==> config.mk <==
export PLATFORM = sky130hd
export DESIGN_NAME = btn_event_decoder
export DESIGN_NICKNAME = d
export VERILOG_FILES = /design/src/rtl/btn_event_decoder_pkg.sv /design/src/rtl/btn_event_decoder.sv
export SDC_FILE = /design/constraint.sdc
export NUM_CORES = 1
export LEC_CHECK = 0
export ABC_AREA = 0
export BUFFER_PORTS_ARGS = -buffer_cell sky130_fd_sc_hd__buf_2
export CORE_AREA = 2 2 63 65
export CTS_CLUSTER_DIAMETER = 100
export CTS_CLUSTER_SIZE = 10
export DETAILED_ROUTE_END_ITERATION = 10
export DIE_AREA = 0 0 65 67
export REMOVE_ABC_BUFFERS = 1
export SETUP_SLACK_MARGIN = 0.05
export SYNTH_ARGS = -nofsm -noshare
export SYNTH_HDL_FRONTEND = slang
export SYNTH_SLANG_ARGS = --single-unit
==> constraint.sdc <==
create_clock -name clk -period 3.45 [get_ports clk]
set_input_delay 0.69 -clock clk [delete_from_list [all_inputs] [get_ports clk]]
set_output_delay 0.69 -clock clk [all_outputs]
set_load 0.02 [all_outputs]
==> src/rtl/btn_event_decoder_pkg.sv <==
// Board-level constants and elaboration helpers shared by the button front end
// (btn_debouncer -> btn_event_decoder).
package btn_event_decoder_pkg;

  // Board oscillator frequency in Hz.
  localparam int BOARD_CLKIN_FREQ = 27000000;

  function automatic int max_int(input int a, input int b);
    return (a > b) ? a : b;
  endfunction

endpackage

==> src/rtl/btn_event_decoder.sv <==
// Turns a debounced, clk-synchronous button level into press/release strobes,
// a long-press strobe, auto-repeat strobes and a held level.
module btn_event_decoder
  import btn_event_decoder_pkg::*;
#(
  parameter int  CLKIN_FREQ        = BOARD_CLKIN_FREQ,
  parameter real LONG_PRESS_PERIOD = 0.5,
  parameter real REPEAT_PERIOD     = 0.1,
  parameter bit  ACTIVE_LOW        = 1'b1
) (
  input  logic clk,
  input  logic reset,
  input  logic btnIn,
  output logic pressPulse,
  output logic releasePulse,
  output logic longPress,
  output logic repeatPulse,
  output logic held
);

  // int' on a real rounds to nearest, giving round(freq*period).
  localparam int LONG_COUNT   = int'(real'(CLKIN_FREQ) * LONG_PRESS_PERIOD);
  localparam int REPEAT_COUNT = int'(real'(CLKIN_FREQ) * REPEAT_PERIOD);
  localparam int CNT_W        = $clog2(max_int(LONG_COUNT, REPEAT_COUNT) + 1);

  localparam logic [CNT_W-1:0] LONG_LAST   = CNT_W'(LONG_COUNT - 1);
  localparam logic [CNT_W-1:0] REPEAT_LAST = CNT_W'(REPEAT_COUNT - 1);

  typedef enum logic [1:0] {
    IDLE   = 2'd0,
    HOLD   = 2'd1,
    REPEAT = 2'd2
  } state_e;

  state_e           state, state_n;
  logic [CNT_W-1:0] cnt, cnt_n;
  logic             btn_q;
  logic             pressed, press_edge, rel_edge;
  logic             press_n, rel_n, long_n, rep_n;

  assign pressed    = btnIn ^ ACTIVE_LOW;
  assign press_edge = pressed & ~btn_q;
  assign rel_edge   = ~pressed & btn_q;

  // Release is tested before the thresholds so it suppresses a coincident
  // longPress/repeatPulse; press edges outside IDLE are simply not looked at.
  always_comb begin
    state_n = state;
    cnt_n   = cnt;
    press_n = 1'b0;
    rel_n   = 1'b0;
    long_n  = 1'b0;
    rep_n   = 1'b0;
    case (state)
      IDLE: begin
        if (press_edge) begin
          state_n = HOLD;
          cnt_n   = '0;
          press_n = 1'b1;
        end
      end
      HOLD: begin
        if (rel_edge) begin
          state_n = IDLE;
          cnt_n   = '0;
          rel_n   = 1'b1;
        end else if (cnt == LONG_LAST) begin
          state_n = REPEAT;
          cnt_n   = '0;
          long_n  = 1'b1;
        end else begin
          cnt_n = cnt + CNT_W'(1);
        end
      end
      REPEAT: begin
        if (rel_edge) begin
          state_n = IDLE;
          cnt_n   = '0;
          rel_n   = 1'b1;
        end else if (cnt == REPEAT_LAST) begin
          cnt_n = '0;
          rep_n = 1'b1;
        end else begin
          cnt_n = cnt + CNT_W'(1);
        end
      end
      default: begin
        state_n = IDLE;
        cnt_n   = '0;
      end
    endcase
  end

  // btn_q resets to "released" so a button held through reset is seen as a press.
  always_ff @(posedge clk or negedge reset) begin
    if (!reset) begin
      state        <= IDLE;
      cnt          <= '0;
      btn_q        <= 1'b0;
      pressPulse   <= 1'b0;
      releasePulse <= 1'b0;
      longPress    <= 1'b0;
      repeatPulse  <= 1'b0;
      held         <= 1'b0;
    end else begin
      state        <= state_n;
      cnt          <= cnt_n;
      btn_q        <= pressed;
      pressPulse   <= press_n;
      releasePulse <= rel_n;
      longPress    <= long_n;
      repeatPulse  <= rep_n;
      held         <= (state_n != IDLE);
    end
  end

endmodule

==> results of run 1 <==
==> routing by layer <==
metal | routed length, um | global-route usage
met5 | 0 | 0
met4 | 92 | 0.109
met3 | 149 | 0.0507
met2 | 1580 | 0.291
met1 | 1660 | 0.236
==> cell type report <==
cell class,count,area [um^2],area share
inverters,5,18.8,0.00987
flip-flops and latches,32,801,0.421
well taps,48,60.1,0.0316
multi-input cells,140,897,0.472
clock buffers,8,90.1,0.0474
repair buffers,7,35.0,0.0184
==> registers in the layout, summed over array words and instances, names as in the netlist <==
name / flops
held: 1
cnt: 24
longPress: 1
releasePulse: 1
state: 2
pressPulse: 1
btn_q: 1
repeatPulse: 1
==> through the flow <==
stage | total power (uW) | setup slack [ns] | std cells | hold WS (ns) | utilization
floorplan | 566 | 1.34 | 177 | 0.394 | -
global placement | 620 | 0.868 | 232 | 0.525 | 0.502
detailed placement | 629 | 0.799 | 232 | 0.531 | 0.502
CTS | 924 | 0.933 | 240 | 0.477 | 0.527
global route | 965 | 0.749 | 240 | 0.507 | 0.527
finish | 914 | 0.941 | 240 | 0.448 | 0.527
==> cell families after synthesis <==
group           Yosys count  share of synthesized area
flops                    32                      0.457
xor+xnor                 17                     0.0851
fa+ha+maj                 5                     0.0357
buf+inv                  10                     0.0300
compound gates           20                     0.0765
simple gates             98                      0.315
==> worst paths after layout <==
kind | end | startpoint | slack [ns] | depth (start not counted)
worst max-delay path | cnt[22] | state[0] | 0.94 | 7
worst min-delay path | cnt[8] | reset | 0.45 | 1
worst max register to register | cnt[22] | state[0] | 0.94 | 7
worst min register to register | cnt[4] | cnt[4] | 0.54 | 2
max in group asynchronous | cnt[5] | reset | 2.56 | 1
min in group clk | cnt[4] | cnt[4] | 0.54 | 2
==> placed cells by master (no fill, tap or decap), types with 3 or more instances in the layout <==
cell	netlist	routed
sky130_fd_sc_hd__and2_1	7	7
sky130_fd_sc_hd__and3_1	3	3
sky130_fd_sc_hd__and4_1	4	4
sky130_fd_sc_hd__buf_2	0	7
sky130_fd_sc_hd__clkbuf_8	0	6
sky130_fd_sc_hd__dfrtp_1	32	32
sky130_fd_sc_hd__ha_1	5	5
sky130_fd_sc_hd__inv_1	5	5
sky130_fd_sc_hd__nand2_1	19	19
sky130_fd_sc_hd__nand3_1	7	7
sky130_fd_sc_hd__nand4_1	12	12
sky130_fd_sc_hd__nor2_1	23	23
sky130_fd_sc_hd__nor3_1	6	6
sky130_fd_sc_hd__o21a_1	3	3
sky130_fd_sc_hd__o21ai_0	8	8
sky130_fd_sc_hd__o22ai_1	5	5
sky130_fd_sc_hd__xor2_1	15	15
==> power by group through the flow <==
stage / logic (uW) / clock network [uW] / registers, uW
after floorplan: 135 / 0 / 431
after global placement: 198 / 0 / 422
after detailed placement: 207 / 0 / 422
after CTS: 207 / 302 / 415
after global routing: 229 / 317 / 419
final: 207 / 292 / 415
==> worst max-delay path: stages, from the launching register on <==
cell                      delay, ns
sky130_fd_sc_hd__dfrtp_1       0.39
sky130_fd_sc_hd__inv_1         0.10
sky130_fd_sc_hd__ha_1          0.27
sky130_fd_sc_hd__o21a_1        0.33
sky130_fd_sc_hd__nor4_2        0.78
sky130_fd_sc_hd__and4_1        0.32
sky130_fd_sc_hd__xnor2_1       0.12
sky130_fd_sc_hd__nor2_1        0.05
==> key figures, run 1 <==
Outcome
  • Run status: completed

Setup path
  • Kind of end point of the critical path: register
  • Worst setup path category: register to register
  • Req. time, crit path: 3.59 ns
  • Data arrival time of the critical path: 2.65 ns
  • Kind of start point of the critical path: register
  • Crit-path max FO: 16

GRT
  • First-pass GRT wire length: 6120 um
  • Number of global-route vias before repair: roughly 1.4k
  • Largest net degree at the start of global routing: 33
  • Total routing resource utilization after global routing: 0.188
  • Sum of overflow across all layers after global routing: 0
  • Initial antenna violation count: 0

STA
  • Layout Skew: 0.00441 ns
  • Max_slew headroom: 0.470
  • Minimum clock period after layout: roughly 2.5 ns
  • Peak Freq: between 300 and 400 MHz
  • Worst-margin pin slew: 0.788 ns
  • Hold Fails Final Rpt: 0
  • Number of pins exceeding their max-slew limit in the final report: 0
  • Summed negative setup slack over all endpoints: 0 ns
  • Unrepaired setup endpoints after global routing: no
  • Final Setup Violations: 0
  • Period Utilization, post-route: 0.727

Power and ir drop
  • Clock power frac: 0.319
  • Part of the power in combinational logic: 0.227
  • Maximum resistive drop on vdd: approximately 220 uV
  • Ratio of total power to cell area: 481 nW/um^2
  • Proportion of total power due to net switching: 0.317
  • Total internal power: between 600 and 700 uW
  • Leakage Power: 0.000857 uW
  • Switching power: around 290 uW
  • Sequential fraction of design power: 0.454

Clock network
  • Post-cts gate resize count: 0
  • Clock net sink count: 32
  • Cell chosen for the clock root: sky130_fd_sc_hd__clkbuf_8
  • Number of buffers added for setup after CTS: 0
  • CTS tree: yes
  • Later-pin clock latency in the skew report: 0.28 ns
  • H-tree Lvls: 2
  • Bufs on Longest Clock Path: 2
  • Hold-fix buffers at CTS: 0
  • Clock slew seen by the registers of the worst setup and hold paths: 0.06 ns
  • Clock buffer count from CTS: 5

Drt
  • DR vias/cell: 5.53
  • Vias after detailed routing: 1327
  • Drt first pass iters: 4
  • Post-DR wirelength/cell: 14.5 um
  • Post-Route WL: 3480 um
  • Iteration-0 DRC count of the detailed router: 82
  • Final ANT Viol Nets: 0
  • DRC Markers: 0

Logic synthesis
  • Area contributors post-synth: sky130_fd_sc_hd__dfrtp_1, sky130_fd_sc_hd__xor2_1, sky130_fd_sc_hd__nor2_1
  • Count leader, synth: sky130_fd_sc_hd__dfrtp_1
  • Count of cell types in the netlist: 36
  • Area share of the leading cell type in the synthesized netlist: 0.457
  • Count of state elements after synthesis: 32
  • Post-synthesis area per instance: 9.62 um^2
  • Top FF cell, synth: sky130_fd_sc_hd__dfrtp_1
  • Mapped cell area: 1750 um^2
  • Yosys warning count: 0
  • Most common library cells after synthesis: sky130_fd_sc_hd__dfrtp_1, sky130_fd_sc_hd__nor2_1, sky130_fd_sc_hd__nand2_1
  • EDFF count, synth: 0
  • Sequential share of the synthesized area: 0.457
  • Share of synthesized flip-flops with an asynchronous set or reset: 1.00
  • Post-Synthesis Cells: between 150 and 200
  • Area leader, netlist: sky130_fd_sc_hd__dfrtp_1

Placed design
  • I/O Buffers: 7
  • HPWL after DPL: 2480 um
  • Cell area reported after detailed placement: around 1800 um^2
  • Routability Congestion: 0.897

Die
  • Cell Rows: 22
  • Vert. Die Dim: 67 um
  • Area inside the core boundary: between 3000 and 4000 um^2
  • Starting density of the core: 0.485
  • Die width: 65 um
  • Top-level I/O count: 8
  • Die ar.: 4360 um^2

Final layout
  • Layout cells sized above 1: 0.115
  • Fill cell instance count of the final layout: between 300 and 400
  • Layout Cell Area excl Fill: 1900 um^2
  • Net total in the final layout: about 200
  • Antenna cells: 0
  • Layout overhead on the synthesized area: 8.65%

Hold path
  • Path type of the worst min-delay path: input port to async pin

Run
  • Number of maximum-capacitance constraint violations: 0
No activity file was read; power rests on OpenSTA's default activity.
==> inputs of run 2 (changes only) <==
- clock period: 3.45 -> 2.54 ns (I/O delays scaled with it)
==> run 2 against run 1 <==
Sequential power grew 36%. Cell count is 2.1% higher. Largest cell class unchanged. Combinational power is 44% higher. Critical path type unchanged.
==> key figures, run 2 (same netlist as run 1, synthesis figures left out) <==
Drt
  • DRC Markers: 0 (unchanged)
  • Post-Route WL: 3490 um (+0.34%)
  • Met2 Routed Length: 1580 um (-0.38%)
  • DR vias/cell: 5.51 (-0.34%)
  • Highest routed metal layer: met4
  • WL met3: 114 um (-23%)
  • Final ANT Viol Nets: 0 (unchanged)
  • Iteration-0 DRC count of the detailed router: 177 (+120%)
  • Vias after detailed routing: 1350 (+1.7%)
  • Post-DR wirelength/cell: 14.3 um (-1.7%)
  • Detailed-route wire length on metal 1: 1710 um (+2.9%)
  • Drt first pass iters: 4 (unchanged)

Die
  • Top-level I/O count: 8 (unchanged)
  • Cell Rows: 22 (unchanged)
  • Vert. Die Dim: 67 um (unchanged)
  • Starting density of the core: 0.485 (unchanged)
  • Area inside the core boundary: 3610 um^2 (unchanged)
  • Die ar.: 4360 um^2 (unchanged)
  • Die width: 65 um (unchanged)

STA
  • Minimum clock period after layout: 2.09 ns (-0.424 ns)
  • Final Setup Violations: 0 (unchanged)
  • Max_slew headroom: 0.541 (+0.0710)
  • Unrepaired setup endpoints after global routing: no
  • Number of pins exceeding their max-slew limit in the final report: 0 (unchanged)
  • Hold Fails Final Rpt: 0 (unchanged)
  • Period Utilization, post-route: 0.821 (+0.0938)
  • Peak Freq: 480 MHz (+20%)
  • Summed negative setup slack over all endpoints: 0 ns (unchanged)
  • Worst-margin pin slew: 0.688 ns (-0.0999 ns)
  • Layout Skew: 0.00928 ns (+0.00487 ns)

Setup path
  • Worst path bufs/invs: 1 (unchanged)
  • Kind of end point of the critical path: register
  • Worst setup path category: register to register
  • Startpoint of the most critical register-to-register path: cnt[7]
  • Biggest cell delay along the critical path: 0.55 ns (-0.23 ns)
  • Data arrival time of the critical path: 2.26 ns (-0.39 ns)
  • Kind of start point of the critical path: register
  • Req. time, crit path: 2.71 ns (-0.88 ns)
  • Top delay family on crit path: simple AND/OR/NAND/NOR gates
  • Cell breakdown of the critical path: nand4b_1 > or4_4 > o21a_4 > nor3_4 > buf_4 > nor2_1
  • Crit-path max FO: 17 (+1)
  • Crit path from: cnt[7]
  • Master of the slowest instance on the critical path: sky130_fd_sc_hd__or4_4

Power and ir drop
  • Maximum resistive drop on vdd: 268 uV (+24%)
  • Ratio of total power to cell area: 654 nW/um^2 (+36%)
  • Part of the power in combinational logic: 0.234 (+0.007)
  • Sequential fraction of design power: 0.445 (-0.009)
  • Total chip power: 1270 uW (+39%)
  • Switching power: 409 uW (+41%)
  • Proportion of total power due to net switching: 0.322 (+0.00542)
  • Leakage Power: 0.000888 uW (+3.7%)
  • Clock power frac: 0.321 (+0.002)
  • Total internal power: 861 uW (+38%)

Clock network
  • Later-pin clock latency in the skew report: 0.29 ns (about the same)
  • Cell chosen for the clock root: sky130_fd_sc_hd__clkbuf_8
  • Clock buffer count from CTS: 5 (unchanged)
  • Hold-fix buffers at CTS: 0 (unchanged)
  • H-tree Lvls: 2 (unchanged)
  • Clock slew seen by the registers of the worst setup and hold paths: 0.07 ns (about the same)
  • CTS tree: yes
  • Post-cts gate resize count: 0 (unchanged)
  • Number of buffers added for setup after CTS: 0 (unchanged)
  • Clock net sink count: 32 (unchanged)
  • Bufs on Longest Clock Path: 2 (unchanged)

Final layout
  • Most common cell after layout, fill and taps aside: sky130_fd_sc_hd__dfrtp_1
  • Fill cell instance count of the final layout: 324 (-7.7%)
  • Non-filler instance count after layout: 245 (+2.1%)
  • Top library cells by usage in the layout, fill and taps aside: sky130_fd_sc_hd__dfrtp_1, sky130_fd_sc_hd__nor2_1, sky130_fd_sc_hd__nand2_1
  • Max FFs per register: 24 (unchanged)
  • Layout cells sized above 1: 0.147 (+0.0326)
  • Net total in the final layout: 204 (+2.5%)
  • Utilization after layout: 0.539 (+0.0111)
  • Largest registers: cnt (24), state (2)
  • Layout overhead on the synthesized area: 10.9%
  • Antenna cells: 0 (unchanged)
  • Layout Cell Area excl Fill: 1940 um^2 (+2.1%)
  • Register ranked first by flip-flop count: cnt

Placed design
  • Placed cells: 237 (+2.2%)
  • Cell area reported after detailed placement: 1850 um^2 (+2.1%)
  • HPWL after DPL: 2430 um (-2.0%)
  • I/O Buffers: 7 (unchanged)
  • Routability Congestion: 0.880 (-1.9%)

Hold path
  • Path type of the worst min-delay path: input port to async pin

GRT
  • Number of global-route vias before repair: 1381 (+1.6%)
  • Initial antenna violation count: 0 (unchanged)
  • Sum of overflow across all layers after global routing: 0 (unchanged)
  • Largest net degree at the start of global routing: 33 (unchanged)
  • Total routing resource utilization after global routing: 0.190 (+0.00234)
  • First-pass GRT wire length: 6200 um (+1.2%)

Run
  • Number of maximum-capacitance constraint violations: 0 (unchanged)

Outcome
  • Run status: completed
## run 2: power by group through the flow
stage / sequential [uW] / clock, uW / combinational, uW
floorplan: 586 / 0 / 184
global placement: 571 / 0 / 292
detailed placement: 574 / 0 / 295
CTS: 564 / 420 / 298
global route: 568 / 437 / 334
finish: 565 / 408 / 298
## run 2: worst register-to-register path: cells and delay by family (launching register included)
family | cells | cell delay (ns)
compound gates | 1 | 0.27
buf+inv | 1 | 0.24
flops | 1 | 0.46
simple gates | 4 | 1.01
## run 2: final timing paths
kind                            depth (start not counted)       to  slack [ns]
worst max register to register                          6  cnt[20]        0.45
max in group asynchronous                               1   cnt[5]        1.84
worst min register to register                          2   cnt[3]        0.55
min in group clk                                        2    btn_q        0.47
worst max-delay path                                    6  cnt[20]        0.45
worst min-delay path                                    1   cnt[8]        0.25
## run 2: final cells by class
class                      count  area (um^2)  share of cell area
clock buffer                   6         82.6              0.0425
clock inverter                 2         10.0             0.00515
inverter                       5         18.8             0.00966
multi-input combinational    140          897               0.462
sequential                    32          801               0.412
tap                           48         60.1              0.0309
timing repair buffer          12         72.6              0.0374
## run 2: metrics by stage
step	worst slack [ns]	hold slack (ns)
4_1_cts	0.488	0.285
6_report	0.455	0.254
5_1_grt	0.352	0.324
3_3_place_gp	0.552	0.519
2_1_floorplan	0.496	0.212
3_5_place_dp	0.506	0.527
## run 2: metal layers
layer,vias up,track usage
met2,26,0.304
li1,668,-
met4,0,0.122
met5,-,0
met1,647,0.233
met3,9,0.0405
==> inputs of run 3 (changes only) <==
- ABC_AREA: 0 -> 1
- CORE_AREA: 2 2 63 65 -> 2 2 69 71
- DIE_AREA: 0 0 65 67 -> 0 0 71 73
- PLACE_DENSITY: unset -> 0.67
- clock period: 2.54 -> 1.85 ns (I/O delays scaled with it)
==> run 3 against run 2 <==
Worst setup slack worse by 0.27 ns. Total power up 43%. Clock-buffer cell count up 2. Largest power group unchanged.
==> key figures, run 3 <==
Clock network
  • Clock net sink count: 32 (unchanged)
  • Number of buffers added for setup after CTS: 0 (unchanged)
  • Clock slew seen by the registers of the worst setup and hold paths: 0.07 ns (about the same)
  • Later-pin clock latency in the skew report: 0.28 ns (about the same)
  • Clock buffer count from CTS: 5 (unchanged)
  • CTS tree: yes
  • Bufs on Longest Clock Path: 2 (unchanged)
  • Post-cts gate resize count: 0 (unchanged)
  • H-tree Lvls: 2 (unchanged)
  • Hold-fix buffers at CTS: 0 (unchanged)
  • Cell chosen for the clock root: sky130_fd_sc_hd__clkbuf_8

Power and ir drop
  • Clock power frac: 0.305 (-0.016)
  • Leakage Power: 0.00110 uW (+24%)
  • Maximum resistive drop on vdd: 522 uV (+95%)
  • Ratio of total power to cell area: 787 nW/um^2 (+20%)
  • Proportion of total power due to net switching: 0.353 (+0.0310)
  • Sequential fraction of design power: 0.418 (-0.027)
  • Switching power: 641 uW (+57%)
  • Total internal power: 1170 uW (+36%)
  • Part of the power in combinational logic: 0.278 (+0.044)
  • Total chip power: 1820 uW (+43%)

Outcome
  • Run status: completed

Logic synthesis
  • Area contributors post-synth: sky130_fd_sc_hd__dfrtp_1, sky130_fd_sc_hd__nand2_1, sky130_fd_sc_hd__nor2_1
  • Mapped cell area: 2140 um^2 (+22%)
  • EDFF count, synth: 0 (unchanged)
  • Count leader, synth: sky130_fd_sc_hd__nand2_1
  • Most common library cells after synthesis: sky130_fd_sc_hd__nand2_1, sky130_fd_sc_hd__nor2_1, sky130_fd_sc_hd__dfrtp_1
  • Area leader, netlist: sky130_fd_sc_hd__dfrtp_1
  • Top FF cell, synth: sky130_fd_sc_hd__dfrtp_1
  • Area share of the leading cell type in the synthesized netlist: 0.375 (-0.0825)
  • Share of synthesized flip-flops with an asynchronous set or reset: 1.00 (unchanged)
  • Post-Synthesis Cells: 297 (+63%)
  • Count of cell types in the netlist: 30 (-17%)
  • Yosys warning count: 0 (unchanged)
  • Sequential share of the synthesized area: 0.375 (-0.0825)
  • Count of state elements after synthesis: 32 (unchanged)
  • Post-synthesis area per instance: 7.19 um^2 (-25%)

Final layout
  • Layout cells sized above 1: 0.184 (+0.0367)
  • Largest registers: cnt (24), state (2)
  • Layout overhead on the synthesized area: 8.08%
  • Most common cell after layout, fill and taps aside: sky130_fd_sc_hd__nand2_1
  • Non-filler instance count after layout: 364 (+49%)
  • Top library cells by usage in the layout, fill and taps aside: sky130_fd_sc_hd__nand2_1, sky130_fd_sc_hd__nor2_1, sky130_fd_sc_hd__dfrtp_1
  • Antenna cells: 0 (unchanged)
  • Max FFs per register: 24 (unchanged)
  • Layout Cell Area excl Fill: 2310 um^2 (+19%)
  • Net total in the final layout: 317 (+55%)
  • Register ranked first by flip-flop count: cnt

Placed design
  • Placed cells: 356 (+50%)
  • Routability Congestion: 0.883 (+0.39%)
  • I/O Buffers: 7 (unchanged)
  • Worst slack after detailed placement: 0.210 ns (-0.297 ns)
  • HPWL after DPL: 3550 um (+46%)
  • Cell area reported after detailed placement: 2220 um^2 (+20%)

GRT
  • First-pass GRT wire length: 8140 um (+31%)
  • Largest net degree at the start of global routing: 33 (unchanged)
  • Initial antenna violation count: 0 (unchanged)
  • Number of global-route vias before repair: 1779 (+29%)
  • Sum of overflow across all layers after global routing: 0 (unchanged)
  • Total routing resource utilization after global routing: 0.203 (+0.0123)

Drt
  • Post-DR wirelength/cell: 12.7 um (-11%)
  • Iteration-0 DRC count of the detailed router: 140 (-21%)
  • Final ANT Viol Nets: 0 (unchanged)
  • DR vias/cell: 5.15 (-6.5%)
  • Drt first pass iters: 4 (unchanged)
  • Post-Route WL: 4610 um (+32%)
  • Vias after detailed routing: 1875 (+39%)
  • DRC Markers: 0 (unchanged)

STA
  • Unrepaired setup endpoints after global routing: no
  • Period Utilization, post-route: 0.901 (+0.0795)
  • Summed negative setup slack over all endpoints: 0 ns (unchanged)
  • Peak Freq: 600 MHz (+25%)
  • Number of pins exceeding their max-slew limit in the final report: 0 (unchanged)
  • Smallest setup slack after layout: 0.184 ns (-0.271 ns)
  • Final Setup Violations: 0 (unchanged)
  • Minimum clock period after layout: 1.67 ns (-0.419 ns)
  • Hold Fails Final Rpt: 0 (unchanged)
  • Max_slew headroom: 0.540 (-0.00112)
  • Worst-margin pin slew: 0.690 ns (+0.00167 ns)
  • Layout Skew: 0.00451 ns (-0.00477 ns)

Setup path
  • Crit path from: state[0]
  • Worst setup path category: register to register
  • Crit-path max FO: 10 (-7)
  • Req. time, crit path: 2.07 ns (-0.64 ns)
  • FF-to-FF setup slack: 0.18 ns (-0.27 ns)
  • Cell count of the worst reg-to-reg path: 8 (+2)
  • Data arrival time of the critical path: 1.88 ns (-0.38 ns)
  • Startpoint of the most critical register-to-register path: state[0]
  • Kind of end point of the critical path: register
  • R2r endpoint: cnt[21]
  • Kind of start point of the critical path: register

Die
  • Top-level I/O count: 8 (unchanged)
  • Cell Rows: 25 (+14%)
  • Vert. Die Dim: 73 um (+9.0%)
  • Area inside the core boundary: 4540 um^2 (+26%)
  • Die ar.: 5180 um^2 (+19%)
  • Starting density of the core: 0.471 (-0.0145)
  • Die width: 71 um (+9.2%)

Run
  • Number of maximum-capacitance constraint violations: 0 (unchanged)

Hold path
  • Path type of the worst min-delay path: input port to async pin
run 3: cell count changes in the layout (fill, tap and decap cells not counted), sizes merged, moves of 7 or more:
cell	before	now
nand2	19	96
inv	5	34
nor2	23	51
nand3	7	28
a21oi	0	15
and2	7	0
nand4	12	5
run 3: layout make-up:
| cell class | instances | area, um^2 |
|---|---|---|
| flip-flops and latches | 32 | 801 |
| well taps | 54 | 67.6 |
| multi-input cells | 224 | 1150 |
| inverters | 35 | 131 |
| fillers | 430 | 2230 |
| clock buffers | 8 | 90.1 |
| repair buffers | 11 | 65.1 |
run 3: per-stage QoR:
step | hold slack (ns) | utilization
CTS | 0.154 | 0.509
global placement | 0.460 | 0.489
finish | 0.123 | 0.509
floorplan | 0.0744 | -
global route | 0.201 | 0.509
detailed placement | 0.465 | 0.489
run 3: power groups by stage:
stage	clock network, uW	registers [uW]	logic (uW)
after floorplan	0	790	308
after global placement	0	769	496
after detailed placement	0	771	505
after CTS	571	758	507
after global routing	596	764	558
final	553	758	505
run 3: how the worst max path moves through the flow:
stage	cells past startpoint	endpoint	slack [ns]
3_3_place_gp	8	cnt[5]	0.27
5_1_grt	8	cnt[21]	0.05
3_5_place_dp	8	cnt[21]	0.21
6_report	8	cnt[21]	0.18
4_1_cts	8	cnt[21]	0.19
2_1_floorplan	9	cnt[5]	0.14
run 3: worst max-delay path: stages (launching register included):
cell	delay (ns)
sky130_fd_sc_hd__dfrtp_1	0.38
sky130_fd_sc_hd__inv_1	0.08
sky130_fd_sc_hd__ha_1	0.19
sky130_fd_sc_hd__inv_1	0.14
sky130_fd_sc_hd__nor2_4	0.07
sky130_fd_sc_hd__buf_4	0.17
sky130_fd_sc_hd__nor2_2	0.33
sky130_fd_sc_hd__nand3_1	0.12
sky130_fd_sc_hd__o21ai_1	0.14
run 3: metal layers:
layer	up-vias	routed length [um]	global-route usage
met2	36	2250	0.350
met3	7	181	0.0304
met1	878	2100	0.255
met5	-	0	0
met4	0	78	0.0839
li1	954	-	-
run 3: cell families (layout without fill, tap and decap cells):
family / after synthesis / count (layout) / synth area share
AOI/OAI and AO/OA: 23 / 23 / 0.0738
xor gates and xnor gates: 11 / 11 / 0.0451
adders and majority gates: 5 / 5 / 0.0293
and+or+nand+nor: 185 / 185 / 0.392
DFF: 32 / 32 / 0.375
buffers and inverters: 41 / 54 / 0.0849
